`src/rtl/tjmono2_rx_merger_if.sv`:
```
// rtl/tjmono2_rx_merger_if.sv - lane-side and readout-side handshake bundle for the rx merger
interface tjmono2_rx_merger_if #(
    parameter int NCH        = 4,
    parameter int DATA_WIDTH = 24
);
    logic [NCH-1:0]            CH_EMPTY;
    logic [NCH*DATA_WIDTH-1:0] CH_DATA;
    logic [NCH-1:0]            CH_READ;
    logic                      FIFO_READ;
    logic                      FIFO_EMPTY;
    logic [31:0]               FIFO_DATA;
    logic                      FIFO_FULL;

    modport master (
        input  CH_EMPTY, CH_DATA, FIFO_READ,
        output CH_READ, FIFO_EMPTY, FIFO_DATA, FIFO_FULL
    );

    modport slave (
        output CH_EMPTY, CH_DATA, FIFO_READ,
        input  CH_READ, FIFO_EMPTY, FIFO_DATA, FIFO_FULL
    );
endinterface

```
`src/rtl/tjmono2_rx_merger.sv`:
```
// rtl/tjmono2_rx_merger.sv - round-robin N-lane merger into a tagged FWFT readout buffer
module tjmono2_rx_merger #(
    parameter int           NCH             = 4,
    parameter int           DATA_WIDTH      = 24,
    parameter int           DEPTH_LOG2      = 4,
    parameter logic [3:0]   DATA_IDENTIFIER = 4'd0
) (
    input  logic                  BUS_CLK,
    input  logic                  BUS_RST,
    tjmono2_rx_merger_if.master   bus,
    input  logic [NCH-1:0]        CONF_EN_MASK,
    input  logic [7:0]            CONF_MAX_BURST,
    input  logic                  CONF_CNT_CLR,
    output logic                  BUSY,
    output logic [NCH*16-1:0]     CH_WORD_CNT
);
    localparam int CW    = (NCH > 1) ? $clog2(NCH) : 1;
    localparam int DEPTH = 1 << DEPTH_LOG2;

    typedef enum logic {IDLE, GRANT} state_t;

    state_t                state;
    logic [CW-1:0]         ptr;
    logic [CW-1:0]         cur;
    logic [CW-1:0]         nxt_ch;
    logic                  found;
    logic [7:0]            burst_cnt;
    logic                  src_ok;
    logic                  burst_ok;
    logic                  rd_en;
    logic                  hold;
    logic                  rd_buf;
    logic                  buf_empty;
    logic                  buf_full;
    logic [DEPTH_LOG2:0]   count;
    logic [DEPTH_LOG2-1:0] wr_ptr;
    logic [DEPTH_LOG2-1:0] rd_ptr;
    logic [31:0]           mem [DEPTH];
    logic [DATA_WIDTH-1:0] payload;
    logic [31:0]           wr_word;
    logic [15:0]           cnt [NCH];

    // Rotating search starting just after the last served channel.
    always_comb begin
        found  = 1'b0;
        nxt_ch = '0;
        for (int k = 1; k <= NCH; k++) begin
            if (!found && CONF_EN_MASK[(int'(ptr) + k) % NCH] && !bus.CH_EMPTY[(int'(ptr) + k) % NCH]) begin
                found  = 1'b1;
                nxt_ch = CW'((int'(ptr) + k) % NCH);
            end
        end
    end

    assign buf_empty = (count == '0);
    assign buf_full  = (count == (DEPTH_LOG2+1)'(DEPTH));
    assign src_ok    = !bus.CH_EMPTY[cur] && CONF_EN_MASK[cur];
    assign burst_ok  = (CONF_MAX_BURST == 8'd0) || (burst_cnt < CONF_MAX_BURST);
    assign rd_en     = (state == GRANT) && src_ok && burst_ok && !buf_full;
    // A full buffer alone keeps the grant; any other stop condition releases it.
    assign hold      = (state == GRANT) && src_ok && burst_ok && buf_full;
    assign rd_buf    = bus.FIFO_READ && !buf_empty;

    always_comb begin
        bus.CH_READ = '0;
        if (rd_en) bus.CH_READ[cur] = 1'b1;
    end

    always_ff @(posedge BUS_CLK or posedge BUS_RST) begin
        if (BUS_RST) begin
            state     <= IDLE;
            ptr       <= CW'(NCH - 1);
            cur       <= '0;
            burst_cnt <= '0;
        end else begin
            case (state)
                IDLE: begin
                    if (found) begin
                        cur       <= nxt_ch;
                        burst_cnt <= '0;
                        state     <= GRANT;
                    end
                end
                GRANT: begin
                    if (rd_en) begin
                        if (burst_cnt != 8'hFF) burst_cnt <= burst_cnt + 8'd1;
                    end else if (!hold) begin
                        ptr   <= cur;
                        state <= IDLE;
                    end
                end
                default: state <= IDLE;
            endcase
        end
    end

    assign BUSY    = (state == GRANT);
    assign payload = bus.CH_DATA[int'(cur)*DATA_WIDTH +: DATA_WIDTH];
    assign wr_word = {DATA_IDENTIFIER, 4'(cur), 24'(payload)};

    always_ff @(posedge BUS_CLK) begin
        if (rd_en) mem[wr_ptr] <= wr_word;
    end

    always_ff @(posedge BUS_CLK or posedge BUS_RST) begin
        if (BUS_RST) begin
            wr_ptr <= '0;
            rd_ptr <= '0;
            count  <= '0;
        end else begin
            if (rd_en)  wr_ptr <= wr_ptr + DEPTH_LOG2'(1);
            if (rd_buf) rd_ptr <= rd_ptr + DEPTH_LOG2'(1);
            case ({rd_en, rd_buf})
                2'b10:   count <= count + (DEPTH_LOG2+1)'(1);
                2'b01:   count <= count - (DEPTH_LOG2+1)'(1);
                default: count <= count;
            endcase
        end
    end

    assign bus.FIFO_EMPTY = buf_empty;
    assign bus.FIFO_FULL  = buf_full;
    assign bus.FIFO_DATA  = buf_empty ? 32'd0 : mem[rd_ptr];

    always_ff @(posedge BUS_CLK or posedge BUS_RST) begin
        if (BUS_RST) begin
            for (int i = 0; i < NCH; i++) cnt[i] <= '0;
        end else begin
            for (int i = 0; i < NCH; i++) begin
                if (CONF_CNT_CLR)                              cnt[i] <= '0;
                else if (bus.CH_READ[i] && cnt[i] != 16'hFFFF) cnt[i] <= cnt[i] + 16'd1;
            end
        end
    end

    for (genvar g = 0; g < NCH; g++) begin : g_cnt
        assign CH_WORD_CNT[g*16 +: 16] = cnt[g];
    end
endmodule

```
`src/flat_wrapper.sv`:
```
// flat-port wrapper written by rule: the top's interface ports become plain ports
module tjmono2_rx_merger_flat 
#(
    parameter int           NCH             = 4,
    parameter int           DATA_WIDTH      = 24,
    parameter int           DEPTH_LOG2      = 4,
    parameter logic [3:0]   DATA_IDENTIFIER = 4'd0
)
  (BUS_CLK, BUS_RST, CONF_EN_MASK, CONF_MAX_BURST, CONF_CNT_CLR, BUSY, CH_WORD_CNT, bus_CH_EMPTY, bus_CH_DATA, bus_FIFO_READ, bus_CH_READ, bus_FIFO_EMPTY, bus_FIFO_DATA, bus_FIFO_FULL);
  tjmono2_rx_merger_if #(.NCH(NCH), .DATA_WIDTH(DATA_WIDTH)) bus_i ();
  input  logic BUS_CLK;
  input  logic BUS_RST;
  input  logic [NCH-1:0] CONF_EN_MASK;
  input  logic [7:0] CONF_MAX_BURST;
  input  logic CONF_CNT_CLR;
  output logic BUSY;
  output logic [NCH*16-1:0] CH_WORD_CNT;
  input wire logic [$bits(bus_i.CH_EMPTY)-1:0] bus_CH_EMPTY;
  input wire logic [$bits(bus_i.CH_DATA)-1:0] bus_CH_DATA;
  input wire logic [$bits(bus_i.FIFO_READ)-1:0] bus_FIFO_READ;
  output wire logic [$bits(bus_i.CH_READ)-1:0] bus_CH_READ;
  output wire logic [$bits(bus_i.FIFO_EMPTY)-1:0] bus_FIFO_EMPTY;
  output wire logic [$bits(bus_i.FIFO_DATA)-1:0] bus_FIFO_DATA;
  output wire logic [$bits(bus_i.FIFO_FULL)-1:0] bus_FIFO_FULL;
  assign bus_i.CH_EMPTY = bus_CH_EMPTY;
  assign bus_i.CH_DATA = bus_CH_DATA;
  assign bus_i.FIFO_READ = bus_FIFO_READ;
  assign bus_CH_READ = bus_i.CH_READ;
  assign bus_FIFO_EMPTY = bus_i.FIFO_EMPTY;
  assign bus_FIFO_DATA = bus_i.FIFO_DATA;
  assign bus_FIFO_FULL = bus_i.FIFO_FULL;
  tjmono2_rx_merger #(.NCH(NCH), .DATA_WIDTH(DATA_WIDTH), .DEPTH_LOG2(DEPTH_LOG2), .DATA_IDENTIFIER(DATA_IDENTIFIER)) u_core (.BUS_CLK(BUS_CLK), .BUS_RST(BUS_RST), .bus(bus_i), .CONF_EN_MASK(CONF_EN_MASK), .CONF_MAX_BURST(CONF_MAX_BURST), .CONF_CNT_CLR(CONF_CNT_CLR), .BUSY(BUSY), .CH_WORD_CNT(CH_WORD_CNT));
endmodule
```
`config.mk`:
```
export PLATFORM = sky130hd
export DESIGN_NAME = tjmono2_rx_merger_flat
export DESIGN_NICKNAME = d
export VERILOG_FILES = /design/src/rtl/tjmono2_rx_merger_if.sv /design/src/rtl/tjmono2_rx_merger.sv /design/src/flat_wrapper.sv
export SDC_FILE = /design/constraint.sdc
export NUM_CORES = 1
export LEC_CHECK = 0
export BUFFER_PORTS_ARGS = -buffer_cell sky130_fd_sc_hd__buf_2
export CORE_AREA = 5 5 226 228
export CTS_BUF_LIST = sky130_fd_sc_hd__clkbuf_4 sky130_fd_sc_hd__clkbuf_8
export DETAILED_ROUTE_END_ITERATION = 16
export DIE_AREA = 0 0 231 233
export PLACE_DENSITY = 0.65
export SETUP_SLACK_MARGIN = 0.5
export SYNTH_ARGS = -nofsm -noshare
export SYNTH_HDL_FRONTEND = slang
export SYNTH_SLANG_ARGS = --single-unit
```
`constraint.sdc`:
```
create_clock -name BUS_CLK -period 7.45 [get_ports BUS_CLK]
set_input_delay 0 -clock BUS_CLK [delete_from_list [all_inputs] [get_ports BUS_CLK]]
set_output_delay 0 -clock BUS_CLK [all_outputs]
set_load 0.02 [all_outputs]
```
==> results of run 1 <==
[cell families after synthesis]
| kind of cell | after synthesis | synth area share (%) |
|---|---|---|
| AOI/OAI and AO/OA | 111 | 3.21 |
| xor gates and xnor gates | 37 | 1.49 |
| adders and majority gates | 21 | 1.21 |
| buffers and inverters | 93 | 1.89 |
| DFF | 506 | 67.8 |
| muxes | 167 | 16.6 |
| other | 1 | 0.0173 |
| and+or+nand+nor | 303 | 7.70 |
[registers in the layout, indices dropped and copies added (netlist names)]
| signal | count |
|---|---|
| u_core.BUSY | 1 |
| u_core.count | 5 |
| u_core.mem | 416 |
| u_core.cur | 2 |
| u_core.burst_cnt | 8 |
| u_core.CH_WORD_CNT | 64 |
| u_core.wr_ptr | 4 |
| u_core.ptr | 2 |
| u_core.rd_ptr | 4 |
[report_power, final]
part	internal, mW	leakage, nW	switching [mW]
Sequential	3.57	4.96	0.337
Clock	1.33	0.861	1.08
Combinational	1.28	3.32	1.42
[per-layer routing]
metal	part of all wire, %	GRT usage, %	wire (um)	up-vias
li1	-	-	-	5608
met1	44	26.1	21700	6415
met2	48	29.3	24000	367
met3	6.3	4.17	3140	76
met4	2.0	5.07	972	0
met5	0	0	0	-
[worst max-delay path: cells and delay by family, from the launching register on]
kind	cells	cell delay (ns)
flops	1	1.01
simple gates	3	0.98
fa+ha+maj	2	0.55
compound gates	3	0.53
mux	1	0.50
xor+xnor	3	0.49
buf+inv	1	0.13
[final cells by class]
class,instances,area share [%]
Multi-Input combinational cell,645,26.1
Antenna cell,1,0.00971
Inverter,24,0.354
Sequential cell,506,57.3
Clock inverter,31,0.820
Clock buffer,118,5.62
Timing Repair Buffer,286,6.84
Tap cell,622,3.02
[layout by cell type (no fill, tap or decap), types with 8 or more instances in the layout]
master and n:
and3_1 12, ha_1 21, o21ai_0 34, buf_2 212
nand3_1 37, buf_4 15, clkinv_1 20, a21oi_1 38
edfxtp_1 416, nand4_1 32, or4_1 12, nor2_1 44
nor4_1 8, dfrtp_1 83, clkbuf_4 28, nand2b_1 8
xor2_1 19, or3_1 26, nor2b_1 42, xnor2_1 18
inv_1 23, nor2_4 13, nand2_1 41, clkbuf_8 90
dlygate4sd3_1 59, o31ai_1 10, mux4_2 155
[final timing paths]
check / startpoint / end / slack [ns] / cells after the start
max: u_core.cur[0]$_DFFE_PP0P_ / u_core.count[4]$_DFFE_PP0P_ / 3.12 / 13
min in group BUS_CLK: bus_CH_DATA[66] / u_core.mem[0][18]$_DFFE_PP_ / 0.06 / 2
min: BUS_RST / u_core.CH_WORD_CNT[9]$_DFFE_PP0P_ / 0.04 / 3
max reg2reg: u_core.cur[0]$_DFFE_PP0P_ / u_core.count[4]$_DFFE_PP0P_ / 3.12 / 13
max in group asynchronous: BUS_RST / u_core.rd_ptr[1]$_DFFE_PP0P_ / 6.20 / 4
min reg2reg: u_core.rd_ptr[3]$_DFFE_PP0P_ / u_core.rd_ptr[3]$_DFFE_PP0P_ / 0.47 / 1
[metrics by stage]
step                      total power [mW]  std cells  area (um^2)  setup slack [ns]  util [%]
after floorplan                       5.74       1244        21800              3.05         -
after global placement                6.55       2024        23500              3.14      48.4
after detailed placement              6.60       2024        23500              3.09      48.4
after CTS                             9.14       2232        25800              3.07      53.0
after global routing                  9.47       2233        25800              2.83      53.0
final                                 9.01       2233        25800              3.12      53.0
==> metrics.cfg, run 1 <==
[outcome]
run_status = completed

[power_and_ir_drop]
vdd_drop_max_mv = 0.185
p_per_area_mw_per_mm2 = 350
p_leak_nw = 9.14

[clock_tree]
cts_root_buffer = clkbuf_8
clockBufferDepth = 3
hold_buffers = 59
clk_pin_slew_ns = 0.06
tritoncts = yes
htree_levels = 3
cts_sinks = 506
cts-resized-gates = 0
cts_buffers = 83
clk_latency_ns = 0.63
cts_setup_buffers = 0

[synthesis]
syn-cell-area_mm2 = 0.0217
yosysMostFrequentCell = edfxtp_1
synth_seq_cells = 506
synth_top_cells_by_count = edfxtp_1 (416), mux4_2 (155), dfrtp_1 (88)
synthArstFlopShare_pct = 17.8
synth_warnings = 0
syn_area_per_cell_um2 = 17.5
netlist.area_leader.share_pct = 57.5
synth_top_cell_by_area = edfxtp_1
syn_inst = 1239
synth_ff_type = edfxtp_1
synth_area_leaders = edfxtp_1 (57%), mux4_2 (16%), dfrtp_1 (10%)
synth_edf_count = 416
ys_seq_area_share_pct = 67.8
synth.distinct_cells = 65

[timing]
slew_headroom_pct = 20.9
worst_slew_pin_slew_ns = 1.19
rsz0062_at_grt = no
fmax_mhz = 231
hold_viol = 0
slew_viol_final = 0
fin_hold_ws_ns = 0.0401
setup_tns_ns = 0
finalClockSkew_ns = 0.0250
finalSetupViolCount = 0
period_minus_slack_ns = 4.33
period_share_pct = 58.2

[placement]
portBuffers = 212
routabilityCongestion = 0.837
detailed_place_hpwl_mm = 29.8

[drt]
antenna_left = 0
routed_wl_mm = 49.7
wl_per_cell_um = 22.3
first_iter_violations = 981
vias = 12466
drt_pass1_iterations = 5
route.detailed.drc = 0
via_per_inst = 5.58

[floorplanning]
io_pins = 219
rows = 81
die_h_um = 233
coreArea_mm2 = 0.0486
dieArea_mm2 = 0.0538
initial_utilization_pct = 44.7
fp.dieW_um = 231

[critical_path]
critPathMaxStageDelay_ns = 1.01
slowest_stage = dfrtp_4
path_class = flop to flop
crit_path_end_kind = flop
crit_path_start_kind = flop
path_cells = mux4_2 -> nor2_1 -> and3_1 -> inv_1 -> ha_1 -> xor2_1 -> ha_1 -> o21a_1 -> o22a_1 -> a21oi_1 -> xor2_1 -> nor2_1 -> xnor2_1
cp.required_ns = 7.96
cp.arrival_ns = 4.84
critPathMaxFanout = 48

[finish]
nets = 1683
nFillCells = 3921
multiInputGateArea_mm2 = 0.00672
area_delta_synth_final_pct = 18.6
drive_gt1_share_pct = 34.8
regArea_mm2 = 0.0148

[grt]
grt_overflow = 0
grt_pass1_vias = 13132
grt_max_degree = 70
grt_pass1_wl_mm = 76.5
track_usage_pct = 18.5
grt_antenna_before_repair = 1

[hold_path]
hold_path.class = input port to async pin

[job]
drv_cap = 0

(Power assumes the default switching activity.)
==> run 2, diff against run 1 <==
PLACE_DENSITY = 0.68   (was 0.65)
clock period = 3.7 ns   (was 7.45 ns; I/O delays follow)
==> run 2 against run 1 <==
Effect of this change: flip-flop and latch count unchanged; clock skew is 0.0050 ns higher; via count grew 1.7%; power increased by 110%; sequential share of layout area down 1.3 points; worst setup slack got worse by 2.5 ns; critical endpoint unchanged; worst hold slack worse by 0.0033 ns; critical path depth is 1 higher; cell count up 1.7%.
==> metrics.cfg, run 2 (synthesized netlist as in run 1, its figures left out) <==
[outcome]
run_status = completed

[finish]
largest_register_ffs = 416  ; unchanged
nets = 1723  ; +2.4%
drive_gt1_share_pct = 37.2  ; +2.4 points
final_cell_mix = edfxtp_1 (416), buf_2 (212), mux4_2 (155)
final_common_cell = edfxtp_1
area_delta_synth_final_pct = 21.3
finish.utilization_pct = 54.2  ; +1.2 points
diodes = 0  ; -1
regMostFlops = u_core.mem

[floorplanning]
die_h_um = 233  ; unchanged
initial_utilization_pct = 44.7  ; unchanged
fp.dieW_um = 231  ; unchanged
coreArea_mm2 = 0.0486  ; unchanged
dieArea_mm2 = 0.0538  ; unchanged
io_pins = 219  ; unchanged
rows = 81  ; unchanged

[power_and_ir_drop]
p_per_area_mw_per_mm2 = 701  ; +100%
vdd_drop_max_mv = 0.431  ; +130%
p_leak_nw = 9.41  ; +2.9%

[clock_tree]
cts_buffers = 84  ; +1.2%
clockBufferDepth = 3  ; unchanged
htree_levels = 3  ; unchanged
tritoncts = yes
cts_sinks = 506  ; unchanged
clk_latency_ns = 0.66  ; +0.03 ns
clk_pin_slew_ns = 0.06  ; about the same
cts_root_buffer = clkbuf_8

[timing]
finalSetupViolCount = 0  ; unchanged
period_share_pct = 83.9  ; +26 points
setup_tns_ns = 0  ; unchanged
worst_slew_pin_slew_ns = 1.19  ; -0.00202 ns
fmax_mhz = 322  ; +40%
period_minus_slack_ns = 3.10  ; -1.23 ns
hold_viol = 0  ; unchanged
slew_headroom_pct = 20.1  ; -0.73 points
fin_hold_ws_ns = 0.0368  ; -0.00327 ns
rsz0062_at_grt = yes
finalClockSkew_ns = 0.0299  ; +0.00499 ns
slew_viol_final = 0  ; unchanged

[drt]
drt_pass1_iterations = 7  ; +2
antenna_left = 0  ; unchanged
wl_per_cell_um = 22.2  ; -0.13%
routed_wl_mm = 50.5  ; +1.6%
first_iter_violations = 1071  ; +9.2%
route.detailed.drc = 0  ; unchanged
vias = 12680  ; +1.7%
via_per_inst = 5.58  ; about the same

[grt]
grt_antenna_before_repair = 1  ; unchanged
grt_pass1_vias = 13321  ; +1.4%
grt_pass1_wl_mm = 77.5  ; +1.3%
track_usage_pct = 18.7  ; +0.26 points
grt_overflow = 0  ; unchanged
grt_max_degree = 62  ; -11%

[job]
drv_cap = 0  ; unchanged

[placement]
portBuffers = 212  ; unchanged
detailed_place_hpwl_mm = 29.9  ; +0.61%
routabilityCongestion = 0.807  ; -3.6%

[critical_path]
path_class = flop to flop
path_cells = ha_4 -> a2111oi_4 -> o32a_2 -> and3_4 -> inv_2 -> ha_4 -> xor2_1 -> ha_2 -> o21a_1 -> o22a_1 -> a21oi_2 -> xor2_1 -> nor2_1 -> xnor2_1
cpLargestDelayFamily = compound AO/OA/AOI/OAI gates
cp.arrival_ns = 3.63  ; -1.21 ns
critPathMaxFanout = 5  ; -90%
crit_buf_inv = 1  ; unchanged
slowest_stage = dfrtp_2
crit_path_end_kind = flop
critPathMaxStageDelay_ns = 0.44  ; -0.57 ns
crit_path_start_kind = flop
cp.required_ns = 4.22  ; -3.74 ns

[hold_path]
hold_path.class = input port to async pin

## run 2: changes by cell type in the layout (fill, tap and decap cells not counted), sizes merged, moves of 3 or more
cell,change
clkinv,-3
inv,+3
clkbuf,+5
buf,+37
## run 2: layout make-up
class | instances | area, um^2
Timing Repair Buffer | 325 | 2250
Multi-Input combinational cell | 645 | 6820
Inverter | 24 | 92.6
Clock inverter | 27 | 145
Fill cell | 3881 | 22300
Tap cell | 622 | 778
Sequential cell | 506 | 14800
Clock buffer | 123 | 1520
## run 2: worst paths after layout
kind | start | endpoint | slack (ns) | cells past startpoint
worst max-delay path | u_core.burst_cnt[1]$_DFFE_PP0P_ | u_core.count[4]$_DFFE_PP0P_ | 0.60 | 14
worst min-delay path | BUS_RST | u_core.CH_WORD_CNT[16]$_DFFE_PP0P_ | 0.04 | 3
worst max register to register | u_core.burst_cnt[1]$_DFFE_PP0P_ | u_core.count[4]$_DFFE_PP0P_ | 0.60 | 14
worst min register to register | u_core.burst_cnt[6]$_DFFE_PP0P_ | u_core.burst_cnt[6]$_DFFE_PP0P_ | 0.53 | 1
max in group asynchronous | BUS_RST | u_core.CH_WORD_CNT[29]$_DFFE_PP0P_ | 2.71 | 4
min in group BUS_CLK | bus_CH_DATA[4] | u_core.mem[5][4]$_DFFE_PP_ | 0.04 | 2
## run 2: per-stage QoR
step	cell area [um^2]	cells	total power, mW	setup WS (ns)
after global routing	26400	2272	19.4	0.405
after floorplan	21900	1244	11.6	0.401
after global placement	23900	2043	13.3	0.460
final	26400	2272	18.5	0.595
after detailed placement	23900	2043	13.4	0.374
after CTS	26200	2256	18.6	0.390
## run 2: what timing repair did
action                                  4_1_cts  5_1_grt
hold endpoints to repair                    444        0
resized for setup                             1        9
hold buffers                                 61        0
endpoints found under the setup margin       22        9
pin swaps                                     0        5
buffers inserted                              2       16
## run 2: tightest hold or removal path, cell delays in order
cell and delay [ns]:
dlygate4sd3_1 0.53, buf_2 0.14, inv_4 0.54
## run 2: where the power goes
group | internal (mW) | leakage [nW] | switching (mW) | total [mW]
clock network | 2.64 | 0.876 | 2.18 | 4.82
logic | 2.83 | 3.58 | 3.26 | 6.09
registers | 7.20 | 4.95 | 0.375 | 7.58
## run 2: routing by layer
metal,up-vias,part of all wire [%],GRT usage (%)
met1,6525,42,25.6
li1,5687,-,-
met3,71,6.8,4.12
met2,395,49,30.7
met5,-,0.026,0
met4,2,1.8,5.42
==> run 3, diff against run 2 <==
PLACE_DENSITY = 0.65   (was 0.68)
clock period = 3 ns   (was 3.7 ns; I/O delays follow)
==> run 3 against run 2 <==
Effect of this change: the run now ends with negative setup slack left; register-to-register slack worse by 0.61 ns; maximum frequency is 3.0% higher; sequential power is 21% higher; die area stayed put; flip-flop and latch count stayed put.
==> metrics.cfg, run 3 (synthesized netlist as in run 1, its figures left out) <==
[outcome]
run_status = finished with violations
violations = negative setup slack

[power_and_ir_drop]
p_leak_nw = 11.0  ; +17%
vdd_drop_max_mv = 0.482  ; +12%
p_per_area_mw_per_mm2 = 852  ; +21%

[floorplanning]
fp.dieW_um = 231  ; unchanged
io_pins = 219  ; unchanged
dieArea_mm2 = 0.0538  ; unchanged
die_h_um = 233  ; unchanged
coreArea_mm2 = 0.0486  ; unchanged
rows = 81  ; unchanged
initial_utilization_pct = 44.7  ; unchanged

[critical_path]
path_class = flop to flop
critPathMaxFanout = 5  ; unchanged
cpMostUsedCell = buf_6
slowest_stage = dfrtp_1
crit_buf_inv = 9  ; +8
crit_path_start_kind = flop
cp.required_ns = 3.36  ; -0.86 ns
path_cells = ha_1 -> o21a_1 -> o22ai_2 -> o32a_4 -> and3_4 -> buf_6 -> buf_6 -> buf_12 -> buf_12 -> nand2_8 -> buf_6 -> buf_12 -> buf_6 -> nor2_4 -> buf_6 -> buf_16
crit_path_end_kind = flop
cpLargestDelayFamily = buffers and inverters
cp.arrival_ns = 3.38  ; -0.25 ns
critPathMaxStageDelay_ns = 0.39  ; -0.05 ns

[clock_tree]
cts_sinks = 506  ; unchanged
clockBufferDepth = 3  ; unchanged
cts_root_buffer = clkbuf_8
htree_levels = 3  ; unchanged
clk_latency_ns = 0.68  ; +0.02 ns
tritoncts = yes
cts_buffers = 84  ; unchanged
clk_pin_slew_ns = 0.06  ; about the same

[grt]
grt_antenna_before_repair = 0  ; -1
track_usage_pct = 22.2  ; +3.4 points
grt_pass1_wl_mm = 89.1  ; +15%
grt_max_degree = 55  ; -11%
grt_pass1_vias = 14168  ; +6.4%
grt_overflow = 0  ; unchanged

[timing]
fmax_mhz = 332  ; +3.0%
finalSetupViolCount = 6  ; +6
slew_headroom_pct = 34.3  ; +14 points
period_minus_slack_ns = 3.02  ; -0.0890 ns
worst_slew_pin_slew_ns = 0.976  ; -0.209 ns
slew_viol_final = 0  ; unchanged
setup_tns_ns = -0.0574  ; -0.0574 ns
finalClockSkew_ns = 0.0289  ; -0.00109 ns
fin_hold_ws_ns = 0.00934  ; -0.0275 ns
rsz0062_at_grt = yes
setup_slack_ns = -0.0157  ; -0.611 ns
period_share_pct = 101  ; +17 points
hold_viol = 0  ; unchanged

[drt]
via_per_inst = 5.78  ; +3.6%
wl_per_cell_um = 25.8  ; +16%
first_iter_violations = 1387  ; +30%
drt_pass1_iterations = 5  ; -2
vias = 14138  ; +11%
routed_wl_mm = 63.2  ; +25%
antenna_left = 0  ; unchanged
route.detailed.drc = 0  ; unchanged

[finish]
largest_register_ffs = 416  ; unchanged
area_delta_synth_final_pct = 37.3
diodes = 0  ; unchanged
final_cell_mix = edfxtp_1 (416), buf_2 (183), mux4_2 (155)
finish.utilization_pct = 61.4  ; +7.2 points
drive_gt1_share_pct = 44.5  ; +7.3 points
final_common_cell = edfxtp_1
nets = 1908  ; +11%
regMostFlops = u_core.mem

[hold_path]
hold_path.class = input port to async pin

[job]
drv_cap = 0  ; unchanged

[placement]
detailed_place_hpwl_mm = 31.1  ; +3.9%
routabilityCongestion = 0.840  ; +4.1%
portBuffers = 212  ; unchanged

==> run 3: cell types whose count changed in the layout (fill, tap and decap cells not counted), moves of 5 or more <==
cell           previous run  this run
buf_16                    2        32
buf_12                   12        45
buf_8                     0         9
buf_6                     0        84
nand2_8                   0         5
dlygate4sd3_1            61        88
nand2_1                  41        34
clkbuf_16                 0        12
clkbuf_8                 95        86
buf_2                   212       183
nor2b_1                  42        17
nor2b_4                   0        24
buf_4                    38        54
==> run 3: timing repair <==
item                                   in CTS  in global routing
endpoints found under the hold margin     366                  0
hold buffers                               88                  0
resized for setup                         155                130
setup endpoints to repair                 479                484
gates cloned                               28                 16
pin swaps                                  12                 25
setup buffers                              61                 32
==> run 3: worst register-to-register path: stages (launching register included) <==
cell	delay (ns)
dfrtp_1	0.39
ha_1	0.29
o21a_1	0.19
o22ai_2	0.13
o32a_4	0.21
and3_4	0.21
buf_6	0.10
buf_6	0.09
buf_12	0.10
buf_12	0.11
nand2_8	0.05
buf_6	0.13
buf_12	0.12
buf_6	0.11
nor2_4	0.22
buf_6	0.17
buf_16	0.14
==> run 3: final cells by class <==
type,count,area [um^2]
fillers,3446,18800
flip-flops and latches,506,14800
multi-input cells,648,7300
repair buffers,507,5370
clock buffers,113,1390
well taps,622,778
clock inverters,26,169
inverters,24,95.1
==> run 3: final timing paths <==
| kind | from | cells past startpoint | endpoint | slack (ns) |
|---|---|---|---|---|
| worst max-delay path | u_core.burst_cnt[2]$_DFFE_PP0P_ | 16 | u_core.mem[6][11]$_DFFE_PP_ | -0.02 |
| worst min-delay path | BUS_RST | 3 | u_core.CH_WORD_CNT[22]$_DFFE_PP0P_ | 0.009 |
| worst max register to register | u_core.burst_cnt[2]$_DFFE_PP0P_ | 16 | u_core.mem[6][11]$_DFFE_PP_ | -0.02 |
| worst min register to register | u_core.rd_ptr[3]$_DFFE_PP0P_ | 1 | u_core.rd_ptr[3]$_DFFE_PP0P_ | 0.52 |
| max in group asynchronous | BUS_RST | 4 | u_core.CH_WORD_CNT[46]$_DFFE_PP0P_ | 2.22 |
| min in group BUS_CLK | bus_CH_DATA[21] | 2 | u_core.mem[0][21]$_DFFE_PP_ | 0.03 |
==> run 3: report_power, final <==
part / switching, mW / internal [mW] / total (mW)
registers: 0.289 / 8.87 / 9.16
logic: 5.06 / 5.37 / 10.4
clock network: 2.76 / 3.08 / 5.84
==> run 3: metrics by stage <==
step / cells / total power [mW] / area, um^2 / setup slack, ns
finish: 2446 / 25.4 / 29900 / -0.0157
global route: 2446 / 26.5 / 29900 / -0.0906
CTS: 2398 / 24.3 / 28800 / 0.0567
detailed placement: 2082 / 16.9 / 24300 / 0.0199
global placement: 2082 / 16.7 / 24300 / 0.0833
floorplan: 1244 / 14.4 / 21900 / -0.202
==> run 3: layer usage <==
layer,track usage [%],part of all wire (%),up-vias
met4,6.00,2.1,0
met1,29.0,39,7299
met5,0,0,-
met2,38.2,51,678
li1,-,-,6077
met3,4.42,7.8,84
